[src/rtl/decode_issue_scoreboard.sv]
// Decode/issue stage: decodes one MIPS instruction per cycle into a registered
// control word, tracks in-flight register writes with per-register counters,
// and stalls on RAW hazards or counter saturation until writeback retires.
module decode_issue_scoreboard #(
  parameter int CNT_W     = 2,
  parameter bit BYPASS_EN = 1'b1
) (
  input  logic        CLK,
  input  logic        nRST,
  input  logic        in_valid,
  input  logic [31:0] in_instr,
  output logic        in_ready,
  output logic        out_valid,
  input  logic        out_ready,
  output logic [31:0] out_instr,
  output logic [14:0] out_ctrl,
  output logic [3:0]  out_aluop,
  output logic [4:0]  out_dest,
  input  logic        wb_valid,
  input  logic [4:0]  wb_reg,
  input  logic        flush,
  output logic        halted
);

  typedef enum logic [3:0] {
    ALU_ADD  = 4'd0, ALU_SUB = 4'd1, ALU_AND = 4'd2, ALU_OR  = 4'd3,
    ALU_XOR  = 4'd4, ALU_NOR = 4'd5, ALU_SLT = 4'd6, ALU_SLTU = 4'd7,
    ALU_SLL  = 4'd8, ALU_SRL = 4'd9, ALU_NONE = 4'hF
  } aluop_t;

  localparam int CB_REGWR = 0, CB_MEMRD = 1, CB_MEMWR = 2, CB_MEMTOREG = 3,
                 CB_ALUSRC = 4, CB_BRANCH = 5, CB_BNE = 6, CB_JUMP = 7,
                 CB_JR = 8, CB_JAL = 9, CB_LUI = 10, CB_SHIFT = 11,
                 CB_SIGNEXT = 12, CB_HALT = 13, CB_ILLEGAL = 14;

  localparam logic [5:0] OP_RTYPE = 6'h00, OP_J = 6'h02, OP_JAL = 6'h03,
                         OP_BEQ = 6'h04, OP_BNE = 6'h05, OP_ADDIU = 6'h09,
                         OP_SLTI = 6'h0A, OP_SLTIU = 6'h0B, OP_ANDI = 6'h0C,
                         OP_ORI = 6'h0D, OP_XORI = 6'h0E, OP_LUI = 6'h0F,
                         OP_LW = 6'h23, OP_SW = 6'h2B, OP_LL = 6'h30,
                         OP_SC = 6'h38, OP_HALT = 6'h3F;

  localparam logic [5:0] F_SLL = 6'h00, F_SRL = 6'h02, F_JR = 6'h08,
                         F_ADD = 6'h20, F_ADDU = 6'h21, F_SUB = 6'h22,
                         F_SUBU = 6'h23, F_AND = 6'h24, F_OR = 6'h25,
                         F_XOR = 6'h26, F_NOR = 6'h27, F_SLT = 6'h2A,
                         F_SLTU = 6'h2B;

  localparam logic [CNT_W-1:0] CNT_MAX = '1;
  localparam logic [CNT_W-1:0] CNT_ONE = CNT_W'(1);

  logic [5:0]       op_p0, funct_p0;
  logic [4:0]       rs_p0, rt_p0, rd_p0, dest_p0;
  logic [14:0]      ctrl_p0;
  aluop_t           aluop_p0;
  logic             use_rs_p0, use_rt_p0, legal_p0, sext_p0;
  logic             haz_p0, sat_p0, in_fire;
  logic [31:0]      inc_vec, dec_vec;
  logic [CNT_W-1:0] cnt [32];

  assign op_p0    = in_instr[31:26];
  assign rs_p0    = in_instr[25:21];
  assign rt_p0    = in_instr[20:16];
  assign rd_p0    = in_instr[15:11];
  assign funct_p0 = in_instr[5:0];
  assign dest_p0  = (op_p0 == OP_RTYPE) ? rd_p0 : (op_p0 == OP_JAL) ? 5'd31 : rt_p0;

  // A source is busy while it has writes in flight, unless the only one retires now.
  function automatic logic src_busy(input logic [4:0] r, input logic [CNT_W-1:0] c,
                                    input logic wv, input logic [4:0] wr);
    return (r != 5'd0) && (c != '0) &&
           !(BYPASS_EN && wv && (wr == r) && (c == CNT_ONE));
  endfunction

  // Instruction decode into control word, aluop and source usage.
  always_comb begin
    ctrl_p0   = '0;
    aluop_p0  = ALU_NONE;
    use_rs_p0 = 1'b0;
    use_rt_p0 = 1'b0;
    legal_p0  = 1'b1;
    sext_p0   = 1'b1;
    case (op_p0)
      OP_RTYPE: begin
        use_rs_p0 = 1'b1;
        use_rt_p0 = 1'b1;
        ctrl_p0[CB_REGWR] = 1'b1;
        case (funct_p0)
          F_SLL:         begin aluop_p0 = ALU_SLL; ctrl_p0[CB_SHIFT] = 1'b1; use_rs_p0 = 1'b0; end
          F_SRL:         begin aluop_p0 = ALU_SRL; ctrl_p0[CB_SHIFT] = 1'b1; use_rs_p0 = 1'b0; end
          F_JR:          begin ctrl_p0[CB_REGWR] = 1'b0; ctrl_p0[CB_JR] = 1'b1; use_rt_p0 = 1'b0; end
          F_ADD, F_ADDU: aluop_p0 = ALU_ADD;
          F_SUB, F_SUBU: aluop_p0 = ALU_SUB;
          F_AND:         aluop_p0 = ALU_AND;
          F_OR:          aluop_p0 = ALU_OR;
          F_XOR:         aluop_p0 = ALU_XOR;
          F_NOR:         aluop_p0 = ALU_NOR;
          F_SLT:         aluop_p0 = ALU_SLT;
          F_SLTU:        aluop_p0 = ALU_SLTU;
          default:       legal_p0 = 1'b0;
        endcase
      end
      OP_ADDIU, OP_SLTI, OP_SLTIU, OP_ANDI, OP_ORI, OP_XORI: begin
        use_rs_p0 = 1'b1;
        ctrl_p0[CB_REGWR]  = 1'b1;
        ctrl_p0[CB_ALUSRC] = 1'b1;
        case (op_p0)
          OP_ADDIU: aluop_p0 = ALU_ADD;
          OP_SLTI:  aluop_p0 = ALU_SLT;
          OP_SLTIU: aluop_p0 = ALU_SLTU;
          OP_ANDI:  begin aluop_p0 = ALU_AND; sext_p0 = 1'b0; end
          OP_ORI:   begin aluop_p0 = ALU_OR;  sext_p0 = 1'b0; end
          default:  begin aluop_p0 = ALU_XOR; sext_p0 = 1'b0; end
        endcase
      end
      OP_LUI: begin
        ctrl_p0[CB_REGWR]  = 1'b1;
        ctrl_p0[CB_ALUSRC] = 1'b1;
        ctrl_p0[CB_LUI]    = 1'b1;
        aluop_p0 = ALU_OR;
        sext_p0  = 1'b0;
      end
      OP_LW, OP_LL: begin
        use_rs_p0 = 1'b1;
        ctrl_p0[CB_REGWR]    = 1'b1;
        ctrl_p0[CB_MEMRD]    = 1'b1;
        ctrl_p0[CB_MEMTOREG] = 1'b1;
        ctrl_p0[CB_ALUSRC]   = 1'b1;
        aluop_p0 = ALU_ADD;
      end
      OP_SW, OP_SC: begin
        use_rs_p0 = 1'b1;
        use_rt_p0 = 1'b1;
        ctrl_p0[CB_REGWR]  = (op_p0 == OP_SC);
        ctrl_p0[CB_MEMWR]  = 1'b1;
        ctrl_p0[CB_ALUSRC] = 1'b1;
        aluop_p0 = ALU_ADD;
      end
      OP_BEQ, OP_BNE: begin
        use_rs_p0 = 1'b1;
        use_rt_p0 = 1'b1;
        ctrl_p0[CB_BRANCH] = 1'b1;
        ctrl_p0[CB_BNE]    = (op_p0 == OP_BNE);
        aluop_p0 = ALU_SUB;
      end
      OP_J:    ctrl_p0[CB_JUMP] = 1'b1;
      OP_JAL:  begin ctrl_p0[CB_JUMP] = 1'b1; ctrl_p0[CB_JAL] = 1'b1; ctrl_p0[CB_REGWR] = 1'b1; end
      OP_HALT: ctrl_p0[CB_HALT] = 1'b1;
      default: legal_p0 = 1'b0;
    endcase
    if (in_instr == 32'd0) begin
      ctrl_p0   = '0;
      aluop_p0  = ALU_NONE;
      use_rs_p0 = 1'b0;
      use_rt_p0 = 1'b0;
    end else if (!legal_p0) begin
      ctrl_p0   = '0;
      ctrl_p0[CB_ILLEGAL] = 1'b1;
      aluop_p0  = ALU_NONE;
      use_rs_p0 = 1'b0;
      use_rt_p0 = 1'b0;
    end else begin
      ctrl_p0[CB_SIGNEXT] = sext_p0;
    end
  end

  // Issue check: RAW hazard, counter saturation and downstream back-pressure.
  always_comb begin
    haz_p0 = (use_rs_p0 && src_busy(rs_p0, cnt[rs_p0], wb_valid, wb_reg)) ||
             (use_rt_p0 && src_busy(rt_p0, cnt[rt_p0], wb_valid, wb_reg));
    sat_p0 = ctrl_p0[CB_REGWR] && (cnt[dest_p0] == CNT_MAX) &&
             !(wb_valid && (wb_reg == dest_p0));
    in_ready = nRST && !flush && !halted && !haz_p0 && !sat_p0 && (!out_valid || out_ready);
    in_fire  = in_valid && in_ready;
    inc_vec  = '0;
    dec_vec  = '0;
    if (in_fire && ctrl_p0[CB_REGWR] && (dest_p0 != 5'd0)) inc_vec[dest_p0] = 1'b1;
    if (wb_valid && (wb_reg != 5'd0) && (cnt[wb_reg] != '0)) dec_vec[wb_reg] = 1'b1;
  end

  // Pending-write counters; a simultaneous issue and retire of one register cancel.
  always_ff @(posedge CLK or negedge nRST) begin
    if (!nRST) begin
      for (int i = 0; i < 32; i++) cnt[i] <= '0;
    end else if (flush) begin
      for (int i = 0; i < 32; i++) cnt[i] <= '0;
    end else begin
      for (int i = 1; i < 32; i++) begin
        if (inc_vec[i] && !dec_vec[i])      cnt[i] <= cnt[i] + CNT_ONE;
        else if (dec_vec[i] && !inc_vec[i]) cnt[i] <= cnt[i] - CNT_ONE;
      end
    end
  end

  // ---- stage boundary: decode -> output register ----
  // Output register with valid/ready hold and the sticky halt flag.
  always_ff @(posedge CLK or negedge nRST) begin
    if (!nRST) begin
      out_valid <= 1'b0;
      out_instr <= '0;
      out_ctrl  <= '0;
      out_aluop <= '0;
      out_dest  <= '0;
      halted    <= 1'b0;
    end else if (flush) begin
      out_valid <= 1'b0;
      halted    <= 1'b0;
    end else if (in_fire) begin
      out_valid <= 1'b1;
      out_instr <= in_instr;
      out_ctrl  <= ctrl_p0;
      out_aluop <= aluop_p0;
      out_dest  <= dest_p0;
      if (ctrl_p0[CB_HALT]) halted <= 1'b1;
    end else if (out_ready) begin
      out_valid <= 1'b0;
    end
  end

endmodule

[config.mk]
export PLATFORM = sky130hd
export DESIGN_NAME = decode_issue_scoreboard
export DESIGN_NICKNAME = d
export VERILOG_FILES = /design/src/rtl/decode_issue_scoreboard.sv
export SDC_FILE = /design/constraint.sdc
export NUM_CORES = 1
export LEC_CHECK = 0
export CORE_MARGIN = 2
export CORE_UTILIZATION = 25
export DETAILED_ROUTE_END_ITERATION = 7
export PLACE_DENSITY = 0.52
export SYNTH_ARGS = -nofsm -noshare
export SYNTH_HDL_FRONTEND = slang
export SYNTH_SLANG_ARGS = --single-unit
[constraint.sdc]
create_clock -name CLK -period 3.47 [get_ports CLK]
set_input_delay 0.694 -clock CLK [delete_from_list [all_inputs] [get_ports CLK]]
set_output_delay 0.694 -clock CLK [all_outputs]
set_load 0.02 [all_outputs]
* Word level (Yosys, flattened, before mapping)
Cells that the tools add are included.
W data, S select, Z words.
** Storage, ports and cells
- Flip-flop bits (word level) :: 120
- Input port bits :: 43
- Output and inout bits :: 59
- Word-level logic and storage cells :: 490
** Cells by class
- $add $sub $neg :: 62
- $lt $le $gt $ge :: 8
- Equality and inequality tests :: 34
- Multiplexer cells :: 123
- Bitwise gates (word level) :: 5
- Reduce and logical (&&, ||, !) cells :: 221
** Operator list (number)
- $mux W2 :: 72
- $reduce_bool A3 Y1 :: 32
- $eq A6 B6 Y1 const B :: 15
- $logic_and A1 B1 Y1 :: 87
- $logic_not A1 Y1 :: 70
- $mux W32 :: 2
- $add A2 B1 Y2 const B :: 31
- $mux W62 :: 1
- $sub A2 B1 Y2 const B :: 31
- $eq A6 B4 Y1 const B :: 8
- $bmux W2 S5 :: 4
- $pmux W4 S10 :: 1
- $logic_not A32 Y1 :: 1
- $mux W1 :: 28
- $ge A6 B6 Y1 const B :: 4
- $not A5 Y6 :: 4
- $pmux W4 S5 :: 1
- $reduce_bool A5 Y1 :: 4
- $eq A6 B2 Y1 const B :: 3
- $reduce_or A16 Y1 :: 1
- $eq A5 B5 Y1 :: 3
- $mux W15 :: 1
- $pmux W3 S5 :: 1
- $reduce_or A2 Y1 :: 7
- other kinds (23) :: 41

* Longest topological paths before layout
- Depth in word-level cells :: 23
- Depth in mapped cells :: 14

* Worst setup path before layout
Ideal clock, no wire load.
- Path type :: in2out
- Start :: input in_instr[29]
- End :: output in_ready
- Data arrival time :: 2975 ps
- Data required time :: 2776 ps
- Setup slack :: -199 ps
- Stages :: 10
- Path through :: buf_6 -> or4_4 -> nor3_4 -> nor2_2 -> buf_6 -> o211ai_2 -> a21oi_1 -> a2111oi_4 -> a31o_2 -> inv_1
** On the way
- Word-level cells in the longest chain between the ends :: 13
** Ends and longest elaborated chain
- start: declaration :: line 11 : input logic [31:0] in_instr,
- $eq A6 B2 Y1 :: line 66, 83
- $mux W5 (2 in a row) :: line 66 : assign dest_p0 = (op_p0 == OP_RTYPE) ? rd_p0 : (op_p0 == OP_JAL) ? 5'd31 : rt_p0;
- $not A5 Y6 (not written as such) :: line 171 : sat_p0 = ctrl_p0[CB_REGWR] && (cnt[dest_p0] == CNT_MAX) &&
- $bmux W2 S5 :: line 171
- $mux W2 (not written as such) (2 in a row) :: line 171
- $eq A2 B2 Y1 :: line 171
- $logic_and A1 B1 Y1 (2 in a row) :: line 171
- $logic_not A1 Y1 :: line 173 : in_ready = nRST && !flush && !halted && !haz_p0 && !sat_p0 && (!out_valid || out_ready);
- $logic_and A1 B1 Y1 * (2 in a row) :: line 173
- end: declaration :: line 12 : output logic in_ready,
Every way passes the cells marked *; elsewhere a longest branch is shown, timed or not. The select of a mux whose other input is x is not followed.

* Worst setup path in the final report
- Start :: input in_instr[30]
- End :: output in_ready
The elaborated chain is that of the path after synthesis.

==> results by group <==
Status
  • Outcome: finished, violations left
  • Failing checks: setup timing

Clocking
  • Worst-path clk slew: 0.06 ns
  • Root buffer cell: clkbuf_16
  • Clk buf depth: 2
  • Worst skew pair latency: 0.43 ns
  • H-Tree Depth: 4
  • CTS tree: yes
  • Clock sinks: 119
  • Total CTS buffers: 17

STA
  • Least-Margin Pin Slew: 0.963 ns
  • Fmax: 273 MHz
  • Hold WS: 0.484 ns
  • Slew margin rel.: 35.8%
  • Setup violators final: 14
  • Fin crit share: 106%
  • Final setup margin: -0.196 ns
  • Minimum clock period: 3.67 ns
  • Final Hold Fails: 0
  • Max-slew violation count: 0
  • RSZ-0062 raised after global routing: true
  • Setup Skew: 0.0136 ns

Place
  • Place WS: -1.17 ns
  • DP Wirelength: 30.2 mm
  • I/O Buffers: 101
  • GPL Wtd Cong: 0.940
  • Cell Area, Placed: 12800 µm²

Route
  • Post-Route WL: 41.8 mm
  • # DRC: 0
  • DRT Pass-1 Iters: 5
  • DR WL/cell: 22.5 µm
  • DR vias/cell: 5.48
  • Vias: 10200
  • Routed Antenna Nets: 0
  • Initial DRC count: 999

Floorplan
  • FP Rows: 69
  • Initial Utilization: 25.4%
  • IO Pins: 102
  • Die width: 194 µm
  • Overall die height: 194 µm
  • Core area: 35600 µm²
  • Full die area: 37700 µm²

Final layout
  • Share of cells above drive strength 1: 38.4%
  • Finished Cell Area: 14200 µm²
  • P&R area growth vs syn: 57.2%
  • FF+latch area: 2980 µm²
  • Multi-input logic area: 5970 µm²
  • Filler cells: 3526
  • Layout Nets: 1430
  • N_diodes: 0
  • Fin util: 39.9%

Synth
  • Synth Net Count: 1031
  • Post-synthesis cell type count: 83
  • Mapped Area: 9030 µm²
  • Async set-reset flop share out of synthesis: 100%
  • Post-Synthesis Cells: 988
  • Seq/Total Area, Yosys: 33.0%
  • EDFF count, synth: 0
  • #FFs+latches synth: 119
  • Syn Area/Cell: 9.14 µm²
  • Primary FF master, synth: dfrtp_1
  • Yosys warning count: 0

Worst hold path
  • Hold Path Cell Cnt: 1
  • Hold path start: out_instr[25]
  • Min-Delay Endpoint: out_instr[25]
  • Worst Hold Class: flop to flop

Power and ir drop
  • PD cells: 337 nW/µm²
  • Part of the power in combinational logic: 28.4%
  • Reg power frac: 33.1%
  • Peak VDD IR: 0.000313 V
  • PnR Total Power: 4.79 mW
  • Sw Ratio: 32.4%
  • Leakage: 6.08 nW
  • Int Power: 3.24 mW
  • Clock power frac: 38.5%
  • Switching Power: 1.55 mW

Setup path
  • Cell family with the largest share of critical-path delay: compound AO/OA/AOI/OAI gates
  • RR Startpoint: cnt[2]
  • Worst setup SP type: input pin
  • Worst endpoint required time: 2.78 ns
  • Reg2Reg Setup Slack: 0.16 ns
  • Crit path DAT: 2.97 ns
  • Worst path buffer plus inverter count: 4
  • Crit Reg-Reg Endpoint: out_instr[4]
  • Max incr delay on CP: 0.60 ns
  • Worst Setup Path Type: input pin to primary output
  • Reg2Reg Depth: 12
  • CP Cell Sequence: buf_6 > or4_4 > a21oi_4 > buf_4 > o32ai_1 > nand2_1 > a21oi_2 > a2111oi_4 > a31o_4 > inv_4 > buf_6
  • CP endpoint kind: primary output
  • Max FO, Critical Path: 6
  • Worst path most repeated cell: buf_6
  • Slowest cell on the critical path: or4_4

Run
  • Max-Cap Viols: 0

Global route
  • Global route overflow: 0
  • Largest net degree at the start of global routing: 69
  • Vias in the first global route: 10200
  • First-pass GRT wire length: 62.9 mm
  • Initial antenna violation count: 0
  • Global-route usage over all layers: 21.8%
worst reg2reg max path: cells and delay by family, from the launching register on:
family / cells / cell delay, ns
flip-flops: 1 / 0.46
buffers and inverters: 4 / 0.91
AO/OA/AOI/OAI: 5 / 0.80
multiplexers: 3 / 1.04
metrics by stage:
stage / cells / TNS, ns
6_report: 1861 / -0.894
5_1_grt: 1861 / -3.54
4_1_cts: 1854 / -1.23
3_5_place_dp: 1789 / -98.74
3_3_place_gp: 1789 / -92.83
2_1_floorplan: 988 / -0.117
power groups by stage:
stage	registers [mW]	clock network (mW)	logic [mW]
after detailed placement	1.61	0	1.26
after CTS	1.59	1.87	1.34
after global routing	1.60	1.93	1.43
after floorplan	1.76	0	0.413
after global placement	1.60	0	1.26
final	1.59	1.84	1.36
final cells by class:
type | count | area share [%]
Inverter | 15 | 0.414
Sequential cell | 119 | 21.0
Clock buffer | 17 | 3.00
Timing Repair Buffer | 457 | 28.4
Multi-Input combinational cell | 777 | 42.0
Clock inverter | 15 | 1.15
Tap cell | 461 | 4.06
worst max-delay path by stage:
stage / slack, ns / startpoint / depth (start not counted) / to
floorplan: -0.12 / in_instr[29] / 9 / in_ready
global placement: -1.16 / in_instr[16] / 10 / in_ready
detailed placement: -1.17 / in_instr[28] / 10 / in_ready
CTS: -0.19 / in_instr[30] / 11 / in_ready
global route: -0.27 / in_instr[30] / 11 / in_ready
finish: -0.20 / in_instr[30] / 11 / in_ready
cells by family after synthesis:
| family | Yosys count | share of synthesized area, % |
|---|---|---|
| compound gates | 286 | 23.2 |
| mux | 99 | 15.1 |
| xor+xnor | 55 | 5.33 |
| simple gates | 336 | 18.7 |
| flops | 119 | 33.0 |
| buf+inv | 93 | 4.71 |
flip-flops by register name (all words and copies together) (netlist names):
register	cells
cnt	62
out_instr	32
out_ctrl	14
out_dest	5
out_aluop	4
halted	1
out_valid	1
synth_stat cells, types with 6 or more instances:
cell type | number | area, µm²
dfrtp_1 | 119 | 2980
nand2_1 | 103 | 387
nor2_1 | 74 | 278
a21oi_1 | 53 | 265
o21ai_0 | 49 | 245
clkbuf_1 | 38 | 143
nand3_1 | 35 | 175
xor2_1 | 31 | 272
mux2_2 | 29 | 327
buf_2 | 28 | 140
nor3_1 | 27 | 135
mux2i_1 | 26 | 260
mux4_2 | 25 | 563
xnor2_1 | 24 | 210
o31ai_1 | 23 | 173
a311oi_1 | 20 | 175
mux2_1 | 19 | 214
nand4_1 | 19 | 119
o211ai_1 | 19 | 143
a21o_1 | 18 | 135
inv_1 | 13 | 48.8
nor2b_1 | 11 | 68.8
a211oi_1 | 10 | 75.1
and3_1 | 9 | 56.3
o21a_1 | 8 | 60.1
o41ai_1 | 8 | 70.1
and2_1 | 7 | 43.8
nand3b_1 | 7 | 52.6
a311o_1 | 6 | 60.1
nand2b_1 | 6 | 37.5
o22ai_1 | 6 | 37.5
repair_timing:
| item | in CTS | in global routing |
|---|---|---|
| pin swaps | 35 | 15 |
| hold endpoints to repair | 0 | 0 |
| gates cloned | 6 | 1 |
| resized for setup | 112 | 31 |
| hold buffers | 0 | 0 |
| endpoints found under the setup margin | 117 | 103 |
| setup buffers | 27 | 7 |
metal layers:
metal | routed length, µm | vias to the layer above | GRT usage [%]
met3 | 2730 | 110 | 3.37
li1 | - | 4549 | -
met1 | 18100 | 5040 | 29.7
met2 | 19000 | 505 | 34.4
met4 | 1880 | 0 | 9.29
met5 | 0 | - | 0
cells in the final DEF (no fill, tap or decap), drive strengths merged, types with 6 or more instances in the layout:
cell	synthesis	layout
nand2b	6	6
a311o	6	6
and2	7	7
o31ai	27	27
clkbuf	38	19
dfrtp	119	119
a21o	18	18
a211oi	10	10
nand2	103	103
nor2b	11	11
xnor2	24	24
o21a	8	8
nand3b	7	7
mux4	25	25
mux2	48	48
buf	40	360
a2111oi	8	8
dlygate4sd2	0	10
xor2	31	31
nand4	19	19
and3	9	9
a21oi	54	54
nand3	36	36
o41ai	8	8
o211ai	20	20
nor2	75	76
nor3	34	34
o22ai	7	7
inv	14	22
nor4	6	6
clkdlybuf4s50	0	74
o21ai	50	50
mux2i	26	26
a311oi	21	21
Power figures use the tool's default switching activity.
